==> config.mk <==
export PLATFORM = sky130hd
export DESIGN_NAME = pwm_sweep_scheduler
export DESIGN_NICKNAME = d
export VERILOG_FILES = /design/src/rtl/pwm_sweep_scheduler.sv
export SDC_FILE = /design/constraint.sdc
export NUM_CORES = 1
export LEC_CHECK = 0
export ABC_AREA = 1
export BUFFER_PORTS_ARGS = -buffer_cell sky130_fd_sc_hd__buf_2
export CAP_MARGIN = 25
export CORE_ASPECT_RATIO = 0.8
export CORE_UTILIZATION = 35
export CTS_CLUSTER_DIAMETER = 40
export CTS_CLUSTER_SIZE = 20
export DETAILED_ROUTE_END_ITERATION = 7
export GPL_ROUTABILITY_DRIVEN = 0
export PLACE_DENSITY = 0.49
export SYNTH_ARGS = -nofsm -noshare
export SYNTH_HDL_FRONTEND = slang
export SYNTH_SLANG_ARGS = --single-unit
==> constraint.sdc <==
create_clock -name clk -period 4.3 [get_ports clk]
set_input_delay 0.645 -clock clk [delete_from_list [all_inputs] [get_ports clk]]
set_output_delay 0.645 -clock clk [all_outputs]
set_load 0.01 [all_outputs]
==> src/rtl/pwm_sweep_scheduler.sv <==
// -----------------------------------------------------------------------------
// pwm_sweep_scheduler
//
// Two-channel PWM sweep generator with a time-sliced output. A free-running
// 8-bit counter defines 256-cycle PWM periods. Each channel owns a duty value
// that can hold, ramp upward with wrap, or sweep as a triangle, stepping once
// every 2^div periods. A scheduler FSM picks which channel drives pwm_out and
// alternates between them after a programmable number of periods (dwell).
// Configuration arrives through a one-slot valid/ready shadow register and is
// applied only at period boundaries so a running waveform is never torn.
//
// Ports
//   clk          system clock
//   rst_n        asynchronous active-low reset
//   enable       level: 1 = schedule channels onto pwm_out, 0 = park output low
//   dwell        periods per channel before switching (0 behaves as 1),
//                sampled when a channel is entered
//   cfg_valid    configuration write request
//   cfg_ready    shadow slot is free (a write is accepted on valid && ready)
//   cfg_chan     target channel of the write
//   cfg_mode     00 hold, 01 ramp-up with wrap, 10 triangle, 11 hold
//   cfg_div      duty steps once every 2^cfg_div periods
//   cfg_duty     starting duty loaded on apply
//   pwm_out      registered PWM output
//   period_stb   high during the last cycle (cnt == 255) of every period
//   active_chan  channel currently driving pwm_out (held while idle)
//   duty0/duty1  current duty of channel 0 / channel 1
// -----------------------------------------------------------------------------
module pwm_sweep_scheduler #(
  parameter int DWELL_W = 16
) (
  input  logic               clk,
  input  logic               rst_n,
  input  logic               enable,
  input  logic [DWELL_W-1:0] dwell,
  input  logic               cfg_valid,
  output logic               cfg_ready,
  input  logic               cfg_chan,
  input  logic [1:0]         cfg_mode,
  input  logic [3:0]         cfg_div,
  input  logic [7:0]         cfg_duty,
  output logic               pwm_out,
  output logic               period_stb,
  output logic               active_chan,
  output logic [7:0]         duty0,
  output logic [7:0]         duty1
);

  // ---------------------------------------------------------------------------
  // Types
  // ---------------------------------------------------------------------------
  typedef enum logic [1:0] {
    MODE_HOLD     = 2'b00,
    MODE_RAMP     = 2'b01,
    MODE_TRI      = 2'b10,
    MODE_HOLD_ALT = 2'b11   // reserved encoding, behaves exactly like hold
  } mode_e;

  typedef enum logic [1:0] {
    ST_IDLE  = 2'b00,
    ST_RUN_A = 2'b01,
    ST_RUN_B = 2'b10
  } state_e;

  // Per-channel sweep state.
  typedef struct packed {
    logic [7:0]  duty;
    mode_e       mode;
    logic [3:0]  div;
    logic [15:0] presc;  // periods elapsed since the last duty step
    logic        down;   // triangle direction, 0 = counting up
  } chan_t;

  // Contents of the configuration shadow slot.
  typedef struct packed {
    logic       chan;
    mode_e      mode;
    logic [3:0] div;
    logic [7:0] duty;
  } cfg_t;

  // ---------------------------------------------------------------------------
  // Helpers
  // ---------------------------------------------------------------------------
  // Terminal prescaler count for a given divider: 2^div - 1 (max 0x7FFF).
  function automatic logic [15:0] presc_max(input logic [3:0] div);
    return (16'd1 << div) - 16'd1;
  endfunction

  // One duty step according to the channel's mode. The triangle reverses at
  // the rails and immediately moves one step away, so 255 and 0 each occupy
  // a single step of the sweep.
  function automatic chan_t step_duty(input chan_t c);
    chan_t r;
    r = c;
    case (c.mode)
      MODE_RAMP: r.duty = c.duty + 8'd1;
      MODE_TRI: begin
        if (!c.down) begin
          if (c.duty == 8'hFF) begin
            r.down = 1'b1;
            r.duty = 8'hFE;
          end else begin
            r.duty = c.duty + 8'd1;
          end
        end else begin
          if (c.duty == 8'h00) begin
            r.down = 1'b0;
            r.duty = 8'h01;
          end else begin
            r.duty = c.duty - 8'd1;
          end
        end
      end
      default: r.duty = c.duty;
    endcase
    return r;
  endfunction

  // ---------------------------------------------------------------------------
  // Signals
  // ---------------------------------------------------------------------------
  logic [7:0]         cnt;
  logic [7:0]         cnt_d;
  logic               boundary;

  chan_t              ch_q [2];
  chan_t              ch_d [2];

  cfg_t               shadow;
  logic               shadow_full;
  logic               apply;

  state_e             state;
  state_e             state_d;
  logic [DWELL_W-1:0] dwell_cnt;
  logic [DWELL_W-1:0] dwell_cnt_d;
  logic [DWELL_W-1:0] dwell_load;
  logic               chan_d;
  logic               pwm_d;

  // ---------------------------------------------------------------------------
  // Period counter and simple decodes
  // ---------------------------------------------------------------------------
  assign cnt_d      = cnt + 8'd1;         // wraps 255 -> 0 naturally
  assign boundary   = (cnt == 8'hFF);
  assign period_stb = boundary;
  assign cfg_ready  = ~shadow_full;

  // The slot is examined only at a boundary, so a write captured on the
  // boundary edge itself waits for the following boundary.
  assign apply = boundary & shadow_full;

  assign duty0 = ch_q[0].duty;
  assign duty1 = ch_q[1].duty;

  // Dwell counter counts down to zero; a programmed 0 behaves as 1.
  assign dwell_load = (dwell == '0) ? '0 : dwell - DWELL_W'(1);

  // NOTE: sequential state uses non-blocking assignments so every register
  // samples pre-edge values regardless of block evaluation order.
  always_ff @(posedge clk or negedge rst_n) begin
    if (!rst_n) begin
      cnt <= 8'd0;
    end else begin
      cnt <= cnt_d;
    end
  end

  // ---------------------------------------------------------------------------
  // Channel sweep next-state
  // ---------------------------------------------------------------------------
  // Channels advance in every scheduler state, including idle. A pending
  // configuration for a channel replaces that channel's step at the same
  // boundary.
  always_comb begin
    for (int c = 0; c < 2; c++) begin
      // NOTE: every combinational output gets a default first so no path
      // leaves it unassigned and no latch is inferred.
      ch_d[c] = ch_q[c];
      if (boundary) begin
        if (apply && (shadow.chan == 1'(c))) begin
          ch_d[c].duty  = shadow.duty;
          ch_d[c].mode  = shadow.mode;
          ch_d[c].div   = shadow.div;
          ch_d[c].presc = 16'd0;
          ch_d[c].down  = 1'b0;
        end else if (ch_q[c].presc == presc_max(ch_q[c].div)) begin
          ch_d[c]       = step_duty(ch_q[c]);
          ch_d[c].presc = 16'd0;
        end else begin
          ch_d[c].presc = ch_q[c].presc + 16'd1;
        end
      end
    end
  end

  // Channel registers and the configuration shadow slot.
  always_ff @(posedge clk or negedge rst_n) begin
    if (!rst_n) begin
      // NOTE: the channel array is only two entries of control state, so it is
      // reset explicitly; large data storage would normally be left unreset.
      for (int c = 0; c < 2; c++) begin
        ch_q[c] <= '0;
      end
      shadow      <= '0;
      shadow_full <= 1'b0;
    end else begin
      for (int c = 0; c < 2; c++) begin
        ch_q[c] <= ch_d[c];
      end
      if (apply) begin
        shadow_full <= 1'b0;
      end else if (cfg_valid && cfg_ready) begin
        shadow      <= '{chan: cfg_chan, mode: mode_e'(cfg_mode),
                         div: cfg_div, duty: cfg_duty};
        shadow_full <= 1'b1;
      end
    end
  end

  // ---------------------------------------------------------------------------
  // Scheduler FSM
  // ---------------------------------------------------------------------------
  // All transitions happen on the boundary edge. Dropping enable takes
  // priority over a dwell-driven channel switch.
  always_comb begin
    state_d     = state;
    dwell_cnt_d = dwell_cnt;
    if (boundary) begin
      case (state)
        ST_IDLE: begin
          if (enable) begin
            state_d     = ST_RUN_A;
            dwell_cnt_d = dwell_load;
          end
        end
        ST_RUN_A, ST_RUN_B: begin
          if (!enable) begin
            state_d = ST_IDLE;
          end else if (dwell_cnt == '0) begin
            state_d     = (state == ST_RUN_A) ? ST_RUN_B : ST_RUN_A;
            dwell_cnt_d = dwell_load;
          end else begin
            dwell_cnt_d = dwell_cnt - DWELL_W'(1);
          end
        end
        default: state_d = ST_IDLE;
      endcase
    end
  end

  // Output selection uses next-cycle values so the first cycle of a period
  // (cnt == 0) already reflects the new state, channel and duty.
  always_comb begin
    case (state_d)
      ST_RUN_A: chan_d = 1'b0;
      ST_RUN_B: chan_d = 1'b1;
      default:  chan_d = active_chan;   // idle keeps the last channel
    endcase
    pwm_d = (state_d != ST_IDLE) &&
            (cnt_d < (chan_d ? ch_d[1].duty : ch_d[0].duty));
  end

  always_ff @(posedge clk or negedge rst_n) begin
    if (!rst_n) begin
      state       <= ST_IDLE;
      dwell_cnt   <= '0;
      active_chan <= 1'b0;
      pwm_out     <= 1'b0;
    end else begin
      state       <= state_d;
      dwell_cnt   <= dwell_cnt_d;
      active_chan <= chan_d;
      pwm_out     <= pwm_d;
    end
  end

endmodule

# ---- After elaboration in Yosys (flattened, before gate mapping)
# Index checks and enable logic that the tools add are counted.
dict set report classes {
  n_reduce_logical 23
  addsub 11
  n_bitwise 4
  n_mux 41
  n_eq_ne 15
  n_lt_le_gt_ge 1
  shifts 2
}
# cell count
set op_table {}
lappend op_table {{$mux 31} 4}
lappend op_table {{$mux 16} 6}
lappend op_table {{$sub 16x1->16 const B} 4}
lappend op_table {{$mux 8} 7}
lappend op_table {{$add 16x1->16 const B} 2}
lappend op_table {{$eq 16x16->1} 2}
lappend op_table {{$logic_not 16->1} 2}
lappend op_table {{$pmux 16 s2} 1}
lappend op_table {{$pmux 8 s2} 2}
lappend op_table {{$shl 1x4->16 const A} 2}
lappend op_table {{$mux 14} 2}
lappend op_table {{$add 8x1->8 const B} 3}
lappend op_table {{$eq 8x8->1 const B} 3}
lappend op_table {{$logic_not 8->1} 2}
lappend op_table {{$sub 8x1->8 const B} 2}
lappend op_table {{$reduce_bool 2->1} 7}
lappend op_table {{$mux 1} 12}
lappend op_table {{$mux 2} 5}
lappend op_table {{$eq 2x1->1 const B} 4}
lappend op_table {{$eq 2x2->1 const B} 4}
lappend op_table {{$lt 8x8->1} 1}
lappend op_table {{$reduce_and 2->1} 3}
lappend op_table {{$reduce_and 3->1} 2}
lappend op_table {{$logic_and 1x1->1} 4}
lappend op_table {{8 further kinds} 11}
dict set report word_totals {
  in_bits 35
  elab_cells 117
  regBits 106
}

# ---- Longest topological paths before layout
# Gate-level depths: netlist (run 1).
dict set report depth {
  word_depth 11
  depth_mapped 26
}

# ---- Least setup slack after synthesis (run 1)
# OpenSTA, ideal clock, no wires.
dict set report synth_path {
  kind {register to register}
  start {register cnt[0]}
  end {register pwm_out}
  arrival_ns 3.248
  setup_slack_ns 0.927
  required_time_ns 4.175
  setup_time_ns 0.125
  path_stages_with_launch 20
  synth_period_minus_slack_ns 3.373
  n_path_buf 2
  path_cell_list {dfrtp_1 > ha_1 > nand2_1 > nor2_2 > nand4_1 > nor2_2 > inv_2 > clkbuf_1 > nor2_1 > a22oi_1 > ha_1 > o21ai_0 > inv_1 > clkbuf_1 > nand3_1 > o21ai_1 > ha_1 > nand2_1 > o211ai_1 > a21oi_2}
}
dict set report synth_between {
  word_cells_on_any_way 17
  cone_classes {1 x add/sub; 1 x order compare; 3 x eq/ne; 7 x mux; 1 x bitwise; 4 x reduce/logical}
}
# item line
set synth_lines {}
lappend synth_lines {{start, declared} 123} ;# logic [7:0] cnt;
lappend synth_lines {{start signal, assigned} 166} ;# cnt <= cnt_d;
lappend synth_lines {{$eq 8x8->1 *} 146} ;# assign boundary = (cnt == 8'hFF);
lappend synth_lines {{$mux 2 *} 230} ;# if (boundary) begin
lappend synth_lines {{$eq 2x2->1 or $eq 2x1->1 (tied branches)} 256} ;# case (state_d)
lappend synth_lines {{$pmux 1 s2 *} 256}
lappend synth_lines {{net chan_d} 139} ;# logic chan_d;
lappend synth_lines {{$mux 8 *} 262} ;# (cnt_d < (chan_d ? ch_d[1].duty : ch_d[0].duty));
lappend synth_lines {{$lt 8x8->1 *} 262}
lappend synth_lines {{$logic_and 1x1->1 *} 261} ;# pwm_d = (state_d != ST_IDLE) &&
lappend synth_lines {{net pwm_d} 140} ;# logic pwm_d;
lappend synth_lines {{end signal, assigned} 275} ;# pwm_out <= pwm_d;
lappend synth_lines {{end, declared} 42} ;# output logic pwm_out,
# The timed path passes the listed nets; every way through them passes the cells marked *.
# A chain may end at the register's enable or synchronous reset.

# ---- Worst setup path after layout (run 1)
dict set report layout_path {
  start {register dwell_cnt[0]}
  end {register pwm_out}
}
dict set report layout_between {
  elab_chain_len 10
  word_cells_on_any_way 12
  cone_classes {1 x order compare; 2 x eq/ne; 6 x mux; 3 x reduce/logical}
}
# item line
set layout_lines {}
lappend layout_lines {{start, declared} 136} ;# logic [DWELL_W-1:0] dwell_cnt;
lappend layout_lines {{start signal, assigned} 273} ;# dwell_cnt <= dwell_cnt_d;
lappend layout_lines {{$logic_not 16->1 *} 241} ;# end else if (dwell_cnt == '0) begin
lappend layout_lines {{$mux 2 *} 241}
lappend layout_lines {{$mux 2 *} 239} ;# if (!enable) begin
lappend layout_lines {{$pmux 2 s2 *} 231} ;# case (state)
lappend layout_lines {{$mux 2 *} 230}
lappend layout_lines {{$eq 2x2->1 or $eq 2x1->1 (tied branches)} 256}
lappend layout_lines {{$pmux 1 s2} 256}
lappend layout_lines {{$mux 8} 262}
lappend layout_lines {{$lt 8x8->1} 262}
lappend layout_lines {{$logic_and 1x1->1 *} 261}
lappend layout_lines {{net pwm_d} 140}
# Marked as above.

==> out/results.ini, run 1 <==
[sta]
worst_pin_slew_ns=0.849
fmax_ghz=0.273
finalHoldViolations=0
fin_crit_sh=0.852
rsz0062_at_grt=no
slew_violations=0
min_period_ns=3.66
clock_skew_ns=0.0132
setup-violations-final=0
slew-limit-headroom=0.434
setup_tns_ns=0

[clocking]
tritoncts=yes
cts_resized=0
htree_levels=3
cts_hold_buffers=0
cts-root-buf=clkbuf_16
clock_sinks=106
numCtsBuffers=9
post_cts.repair.setup_buffers=0
cts_buffer_depth=2
clk_pin_slew_ns=0.08
clk_latency_ns=0.37

[synthesis]
yosysSeqAreaShare=0.333
synth_fa_ha_area_frac=0.0455
syn_area_per_cell_sq_um=6.98
synthCells=1142
syn-num-nets=1206
synth.area.mux_share=0.00377
synth-main-ff-cell=dfrtp_1
synth_top_area_cell=dfrtp_1
ys_types=50
synth_xor_xnor_area_share=0.0571
synth-simple-area-share=0.303
yosys-top-cells-area=dfrtp_1 33%, nand2_1 14%, inv_1 6.7%
synth_top_family_by_area=simple AND/OR/NAND/NOR gates
ys_warn_count=0
synth_edf_count=0
synth-compound-area-share=0.154
netlist.area_leader.share=0.333
synth.cell_area_sq_mm=0.00797
ys_ff_latch=106
async_flop_share=1.00

[hold_path]
hp-class=in -> async

[placement]
dpl_cell_area_sq_mm=0.00844
io_buffers=54
place_hpwl_mm=17.0

[finish]
syn_to_final_growth_pct=10.0
final_cell_mix=293 x nand2_1, 142 x inv_1, 110 x nor2_1
insertedDiodeCount=0
final_nets=1237
final_common_cell=nand2_1
final_area_sq_mm=0.00877
layout-drive-gt1-share=0.120

[routing]
vias_per_cell=4.90
drt_pre_antenna_iters=4
drtIter0Drc=446
routed_wl_mm=21.8
ant_nets=0
num_vias=7238
wl_per_cell_um=14.8
drc_errors=0

[global_route]
grt_overflow_total=0
antenna_found_initial=0
grt_pass1_wl_mm=36.1
grt_pass1_vias=6694
grt_max_degree=64
grt_util_all_layers=0.199

[floorplanning]
dieArea_sq_mm=0.0234
io_pins=55
start_util=0.364
die-height_um=137
num_rows=48
coreArea_sq_mm=0.0219
die_w_um=171

[worst_setup_path]
setup.worst_path.class=reg -> reg
crit_family=compound AO/OA/AOI/OAI gates
crit_arrival_ns=3.92
critical-path-max-stage-delay_ns=0.39
critPathRequiredTime_ns=4.56
start_kind=flop
path_buf_inv=3
cpMaxStageDelayCell=dfrtp_1
path_cells=inv_1 -> ha_1 -> nand2_1 -> nor3_1 -> nand3_1 -> nand2_1 -> inv_1 -> o41ai_1 -> a22oi_1 -> ha_1 -> o21ai_0 -> inv_1 -> nand3_1 -> o21ai_1 -> ha_1 -> nand2_1 -> o211ai_1 -> a21oi_2
end_kind=flop
crit_fanout=12

[pwr]
vdd_drop_max_mv=0.178
power.leakage_nw=4.29
cellPowerDensity_mw_per_mm2=238

[flow_run]
max_cap_viol_count=0

[status]
status=finished clean

-- registers in the layout (all words and copies together) (netlist names) --
| name | cells |
|---|---|
| ch_q | 46 |
| active_chan | 1 |
| duty0 | 8 |
| state | 2 |
| shadow_full | 1 |
| dwell_cnt | 16 |
| pwm_out | 1 |
| shadow | 15 |
| duty1 | 8 |
| cnt | 8 |
-- cell families after synthesis --
| family | count (synthesis) |
|---|---|
| AND/OR/NAND/NOR | 554 |
| AO/OA/AOI/OAI | 201 |
| buffers and inverters | 197 |
| flip-flops | 106 |
| XOR/XNOR | 52 |
| adder cells (fa/ha/maj) | 29 |
| multiplexers | 3 |
-- cell type report --
type                    count  area [sq um]
clock buffers              10           239
clock inverters             6          95.1
fillers                  2342         13200
inverters                 157           589
multi-input cells         839          4500
flip-flops and latches    106          2650
well taps                 300           375
repair buffers             60           318
-- worst paths after layout --
kind / start / end / slack (ns) / depth (start not counted)
worst max register to register: dwell_cnt[0]$_DFFE_PN0P_ / pwm_out$_DFF_PN0_ / 0.64 / 18
worst max-delay path: dwell_cnt[0]$_DFFE_PN0P_ / pwm_out$_DFF_PN0_ / 0.64 / 18
worst min-delay path: rst_n / ch_q[37]$_DFFE_PN0P_ / 0.39 / 1
min in group clk: cfg_div[2] / shadow[10]$_DFFE_PN0P_ / 0.47 / 3
max in group asynchronous: rst_n / cnt[0]$_DFF_PN0_ / 3.06 / 2
worst min register to register: cnt[0]$_DFF_PN0_ / cnt[0]$_DFF_PN0_ / 0.48 / 1
-- stage by stage --
stage,setup WS (ns),utilization,instances,total power [W],hold WS [ns]
2_1_floorplan,0.927,-,1142,0.00109,0.349
3_3_place_gp,0.708,0.385,1462,0.00116,0.467
3_5_place_dp,0.630,0.385,1462,0.00116,0.469
4_1_cts,0.615,0.400,1478,0.00212,0.418
5_1_grt,0.0881,0.400,1478,0.00218,0.471
6_report,0.637,0.400,1478,0.00209,0.385
-- per-layer routing --
layer | GRT usage | share of wire | vias to the layer above
met1 | 0.317 | 0.56 | 3329
met5 | 0 | 0 | -
li1 | - | - | 3763
met3 | 0.0353 | 0.041 | 14
met2 | 0.269 | 0.39 | 132
met4 | 0.0460 | 0.011 | 0
-- synthesized netlist by cell type (3+ instances only) --
cell type / count
nand2_1: 293
inv_1: 142
nor2_1: 110
dfrtp_1: 106
o21ai_0: 87
nand3_1: 58
xor2_1: 43
a21oi_1: 39
ha_1: 29
nor3_1: 28
nand4_1: 20
buf_4: 18
o21ai_1: 16
nor2_2: 15
clkbuf_1: 13
inv_2: 13
o211ai_1: 11
xnor2_1: 9
nand2_2: 6
o22ai_1: 6
o22ai_2: 6
a22oi_2: 5
nor2_4: 5
nor4_1: 5
o21a_1: 5
buf_2: 4
a211oi_1: 3
a21oi_2: 3
a31oi_1: 3
buf_1: 3
mux2i_1: 3
nand3_2: 3
-- worst reg2reg max path: cells and delay by family (launching register included) --
kind	cells	cell delay (ns)
AO/OA/AOI/OAI	6	1.08
adder cells (fa/ha/maj)	3	0.83
buffers and inverters	3	0.41
flip-flops	1	0.39
AND/OR/NAND/NOR	6	0.85
-- power by group --
| group | internal (W) | switching, W |
|---|---|---|
| Sequential | 0.00102 | 0.0000220 |
| Clock | 0.000534 | 0.000417 |
| Combinational | 0.0000347 | 0.0000605 |
| Total | 0.00159 | 0.000500 |
(Power assumes the default switching activity.)
==> inputs of run 2 (changes only) <==
Settings changed: MAX_ROUTING_LAYER set to met4.
==> run 2 against run 1 <==
Compared with the run above: cell count did not move; worst setup slack worse by 0.014 ns; largest cell class unchanged; highest routed layer unchanged; core utilization is the same; total power about the same.
==> out/results.ini, run 2 (synthesis results as in run 1) <==
[status]
status=finished clean

[sta]
setup-violations-final=0
fin_hold_ws_ns=0.387
fmax_ghz=0.272
setup_tns_ns=0
clock_skew_ns=0.0122
fin_ws_ns=0.623
min_period_ns=3.68
fin_crit_sh=0.855
slew_violations=0
rsz0062_at_grt=no
worst_pin_slew_ns=0.849
slew-limit-headroom=0.434
finalHoldViolations=0

[finish]
insertedDiodeCount=0
reg_top3=ch_q: 46 flops, dwell_cnt: 16 flops, shadow: 15 flops
final_common_cell=nand2_1
final_nets=1237
syn_to_final_growth_pct=10.0
fillers=2342
largest_reg_flops=46
regMostFlops=ch_q
final_cell_mix=293 x nand2_1, 142 x inv_1, 110 x nor2_1
layout-drive-gt1-share=0.120
final_area_sq_mm=0.00877

[clocking]
cts_resized=0
clk_latency_ns=0.37
cts_buffer_depth=2
clk_pin_slew_ns=0.08
tritoncts=yes
htree_levels=3
cts_hold_buffers=0
clock_sinks=106
post_cts.repair.setup_buffers=0
cts-root-buf=clkbuf_16
numCtsBuffers=9

[placement]
dp_slack_ns=0.630
io_buffers=54
dpl_cell_area_sq_mm=0.00844
place_hpwl_mm=17.0

[floorplanning]
io_pins=55
dieArea_sq_mm=0.0234
die-height_um=137
num_rows=48
coreArea_sq_mm=0.0219
start_util=0.364
die_w_um=171

[worst_setup_path]
end_kind=flop
reg2reg_to=pwm_out$_DFF_PN0_
start_kind=flop
critPathRequiredTime_ns=4.56
setup.worst_path.class=reg -> reg
rr_worst_depth=18
path_cells=inv_1 -> ha_1 -> nand2_1 -> nor3_1 -> nand3_1 -> nand2_1 -> inv_1 -> o41ai_1 -> a22oi_1 -> ha_1 -> o21ai_0 -> inv_1 -> nand3_1 -> o21ai_1 -> ha_1 -> nand2_1 -> o211ai_1 -> a21oi_2
reg2reg_setup_slack_ns=0.62
critical-path-max-stage-delay_ns=0.39
crit_arrival_ns=3.94
cpMaxStageDelayCell=dfrtp_1
reg2reg_from=dwell_cnt[0]$_DFFE_PN0P_
crit_fanout=12

[pwr]
cellPowerDensity_mw_per_mm2=238
power.leakage_nw=4.29
vdd_drop_max_mv=0.181

[global_route]
grt_overflow_total=0
grt_pass1_vias=6687
grt_max_degree=64
antenna_found_initial=0
grt_pass1_wl_mm=36.2
grt_util_all_layers=0.205

[routing]
drtIter0Drc=437
route.met2.wl_mm=8.48
top_layer_used=met4
drc_errors=0
drt_pre_antenna_iters=5
routed_wl_mm=21.8
vias_per_cell=4.91
wl_met1_mm=12.2
ant_nets=0
wl_per_cell_um=14.8
wl_met3_um=940
num_vias=7262

[flow_run]
max_cap_viol_count=0

[hold_path]
hp-class=in -> async

## run 2: cell counts in the layout (fill, tap and decap cells not counted)
No cell type changed its count.
## run 2: critical path, delay by kind of cell, from the launching register on
family,cells,cell delay [ns]
DFF,1,0.39
buffers and inverters,3,0.41
AOI/OAI and AO/OA,6,1.09
and+or+nand+nor,6,0.85
adders and majority gates,3,0.83
## run 2: final cells by class
type	count	area, sq um	share of cell area
multi-input cells	839	4500	0.513
repair buffers	60	318	0.0362
clock buffers	10	239	0.0273
clock inverters	6	95.1	0.0108
well taps	300	375	0.0428
inverters	157	589	0.0672
flip-flops and latches	106	2650	0.302
## run 2: how the worst max path moves through the flow
stage                                  start  cells past startpoint                end  slack, ns
finish              dwell_cnt[0]$_DFFE_PN0P_                     18  pwm_out$_DFF_PN0_       0.62
global route        dwell_cnt[1]$_DFFE_PN0P_                     18  pwm_out$_DFF_PN0_       0.09
CTS                 dwell_cnt[0]$_DFFE_PN0P_                     18  pwm_out$_DFF_PN0_       0.61
detailed placement  dwell_cnt[0]$_DFFE_PN0P_                     18  pwm_out$_DFF_PN0_       0.63
global placement        ch_q[20]$_DFFE_PN0P_                     25  pwm_out$_DFF_PN0_       0.71
floorplan                   cnt[0]$_DFF_PN0_                     19  pwm_out$_DFF_PN0_       0.93
## run 2: layer usage
| layer | vias up | track usage |
|---|---|---|
| met4 | 0 | 0.0460 |
| met5 | - | - |
| li1 | 3765 | - |
| met1 | 3327 | 0.318 |
| met3 | 18 | 0.0341 |
| met2 | 152 | 0.269 |
## run 2: per-stage QoR
stage                      util  total power, W  instances
after global placement    0.385         0.00116       1462
after floorplan               -         0.00109       1142
after CTS                 0.400         0.00212       1478
after global routing      0.400         0.00218       1478
after detailed placement  0.385         0.00116       1462
final                     0.400         0.00209       1478
## run 2: report_power, final
| part | switching [W] | internal, W |
|---|---|---|
| logic | 0.0000605 | 0.0000347 |
| clock network | 0.000419 | 0.000534 |
| registers | 0.0000219 | 0.00102 |
| total | 0.000501 | 0.00159 |
==> inputs of run 3 (changes only) <==
Settings changed: CTS_BUF_LIST set to sky130_fd_sc_hd__clkbuf_4, PLACE_DENSITY 0.49 to 0.51.
Clock period 4.3 ns to 3.23 ns, I/O delays scaled along.
==> run 3 against run 2 <==
Compared with the run above: worst hold slack lost 0.23 ns; worst setup slack worse by 0.61 ns; sequential share of layout area is 0.77 points lower; critical path depth grew 3; flip-flop and latch count stayed put; critical endpoint unchanged; first-iteration DRC count increased by 6.6%; global-route usage down 0.20 points; count of clock-buffer cells in the layout shrank 1; via count increased by 3.0%; total power increased by 5.6%; fmax up 14%; largest cell class unchanged.
==> out/results.ini, run 3 (synthesis results as in run 1) <==
[status]
status=finished clean

[global_route]
antenna_found_initial=0
grt_pass1_vias=6993
grt_util_all_layers=0.203
grt_max_degree=48
grt_overflow_total=0
grt_pass1_wl_mm=36.3

[finish]
regArea_sq_mm=0.00265
regMostFlops=ch_q
final_nets=1286
syn_to_final_growth_pct=12.9
final_common_cell=nand2_1
reg_top3=ch_q: 46 flops, dwell_cnt: 16 flops, shadow: 15 flops
layout-drive-gt1-share=0.162
multiInputGateArea_sq_mm=0.00455
final_cell_mix=292 x nand2_1, 141 x inv_1, 109 x nor2_1
insertedDiodeCount=0
fillers=2346
largest_reg_flops=46

[clocking]
htree_levels=3
tritoncts=yes
clock_sinks=106
cts_buffer_depth=2
clk_latency_ns=0.52
clk_pin_slew_ns=0.17
numCtsBuffers=9
cts-root-buf=clkbuf_4

[routing]
drc_errors=0
num_vias=7481
drtIter0Drc=466
wl_per_cell_um=14.1
ant_nets=0
drt_pre_antenna_iters=5
vias_per_cell=4.90
routed_wl_mm=21.6

[worst_setup_path]
critical-path-max-stage-delay_ns=0.41
path_cells=inv_1 -> ha_1 -> nand2_1 -> nor3_1 -> nand3_1 -> buf_4 -> o21ai_0 -> nand3_1 -> nand2_1 -> a22oi_2 -> ha_1 -> nand2_1 -> o21ai_4 -> buf_4 -> mux2i_2 -> ha_1 -> nand2_1 -> inv_1 -> nand2_1 -> nand2_1 -> a21oi_2
crit_top_cell=nand2_1
crit_fanout=4
end_kind=flop
start_kind=flop
critPathRequiredTime_ns=3.68
cpMaxStageDelayCell=dfrtp_1
crit_arrival_ns=3.66
setup.worst_path.class=reg -> reg

[sta]
fin_ws_ns=0.0137
fmax_ghz=0.311
worst_pin_slew_ns=0.811
setup-violations-final=0
finalHoldViolations=0
fin_crit_sh=0.996
fin_hold_ws_ns=0.155
clock_skew_ns=0.0378
slew_violations=0
rsz0062_at_grt=yes
min_period_ns=3.22
slew-limit-headroom=0.454
setup_tns_ns=0

[flow_run]
max_cap_viol_count=0

[floorplanning]
die-height_um=137
io_pins=55
coreArea_sq_mm=0.0219
dieArea_sq_mm=0.0234
start_util=0.364
num_rows=48
die_w_um=171

[pwr]
p_sw_frac=0.282
power.leakage_nw=4.45
intPower_w=0.00158
combPwrFrac=0.060
seqPwrFrac=0.630
cellPowerDensity_mw_per_mm2=245
vdd_drop_max_mv=0.187
p_clk_frac=0.310
p_switching_w=0.000621

[placement]
dp_slack_ns=-0.0498
place_hpwl_mm=16.9
io_buffers=54

[hold_path]
hp-class=in -> reg

[run 3: changes by cell type in the layout (fill, tap and decap cells not counted), moves of 2 or more]
cell	change
clkbuf_16	-9
clkbuf_4	+9
inv_6	-2
buf_4	+45
a22oi_2	+2
inv_8	+2
clkinv_4	+2
bufinv_16	-2
a22oi_1	-2
[run 3: layout make-up]
cell class | count | share of cell area
clock buffers | 9 | 0.00751
clock inverters | 7 | 0.00695
inverters | 157 | 0.0655
multi-input cells | 839 | 0.505
flip-flops and latches | 106 | 0.295
well taps | 300 | 0.0417
repair buffers | 108 | 0.0774
repair inverters | 1 | 0.000834
[run 3: final timing paths]
| kind | startpoint | to | slack, ns | cells past startpoint |
|---|---|---|---|---|
| worst max-delay path | dwell_cnt[0]$_DFFE_PN0P_ | pwm_out$_DFF_PN0_ | 0.01 | 21 |
| worst max register to register | dwell_cnt[0]$_DFFE_PN0P_ | pwm_out$_DFF_PN0_ | 0.01 | 21 |
| worst min register to register | cnt[2]$_DFF_PN0_ | cnt[2]$_DFF_PN0_ | 0.54 | 1 |
| max in group asynchronous | rst_n | shadow[2]$_DFFE_PN0P_ | 2.05 | 3 |
| worst min-delay path | cfg_div[0] | shadow[8]$_DFFE_PN0P_ | 0.16 | 3 |
| min in group asynchronous | rst_n | ch_q[2]$_DFFE_PN0P_ | 0.47 | 2 |
[run 3: repair_timing]
action                                  CTS  global route
pin swaps                                 6             8
gates resized for setup                   4             9
buffers inserted                          3             5
hold endpoints to repair                 38             0
hold buffers                              1             0
cloned                                    0             1
endpoints found under the setup margin    1             1
[run 3: power groups by stage]
stage | sequential (W) | clock, W | combinational [W]
2_1_floorplan | 0.00140 | 0 | 0.0000564
3_3_place_gp | 0.00141 | 0 | 0.000134
3_5_place_dp | 0.00141 | 0 | 0.000135
4_1_cts | 0.00139 | 0.000725 | 0.000137
5_1_grt | 0.00139 | 0.000764 | 0.000156
6_report | 0.00139 | 0.000683 | 0.000133
[run 3: stage by stage]
stage / cells / instance area, sq um / total power [W] / util
detailed placement: 1501 / 8740 / 0.00155 / 0.399
floorplan: 1142 / 7970 / 0.00146 / -
CTS: 1521 / 8910 / 0.00225 / 0.407
finish: 1527 / 9000 / 0.00220 / 0.411
global placement: 1501 / 8740 / 0.00155 / 0.399
global route: 1527 / 9000 / 0.00231 / 0.411
[run 3: per-layer routing]
metal	vias up	wire (um)	GRT usage
met5	-	0	-
met4	0	217	0.0400
met3	20	879	0.0338
met2	139	8580	0.278
met1	3453	11900	0.308
li1	3869	-	-
[run 3: critical path, delay by kind of cell (launching register included)]
kind                     cells  cell delay, ns
AO/OA/AOI/OAI                4            0.42
multiplexers                 1            0.23
flip-flops                   1            0.41
AND/OR/NAND/NOR              9            0.89
adder cells (fa/ha/maj)      3            0.78
buffers and inverters        4            0.45
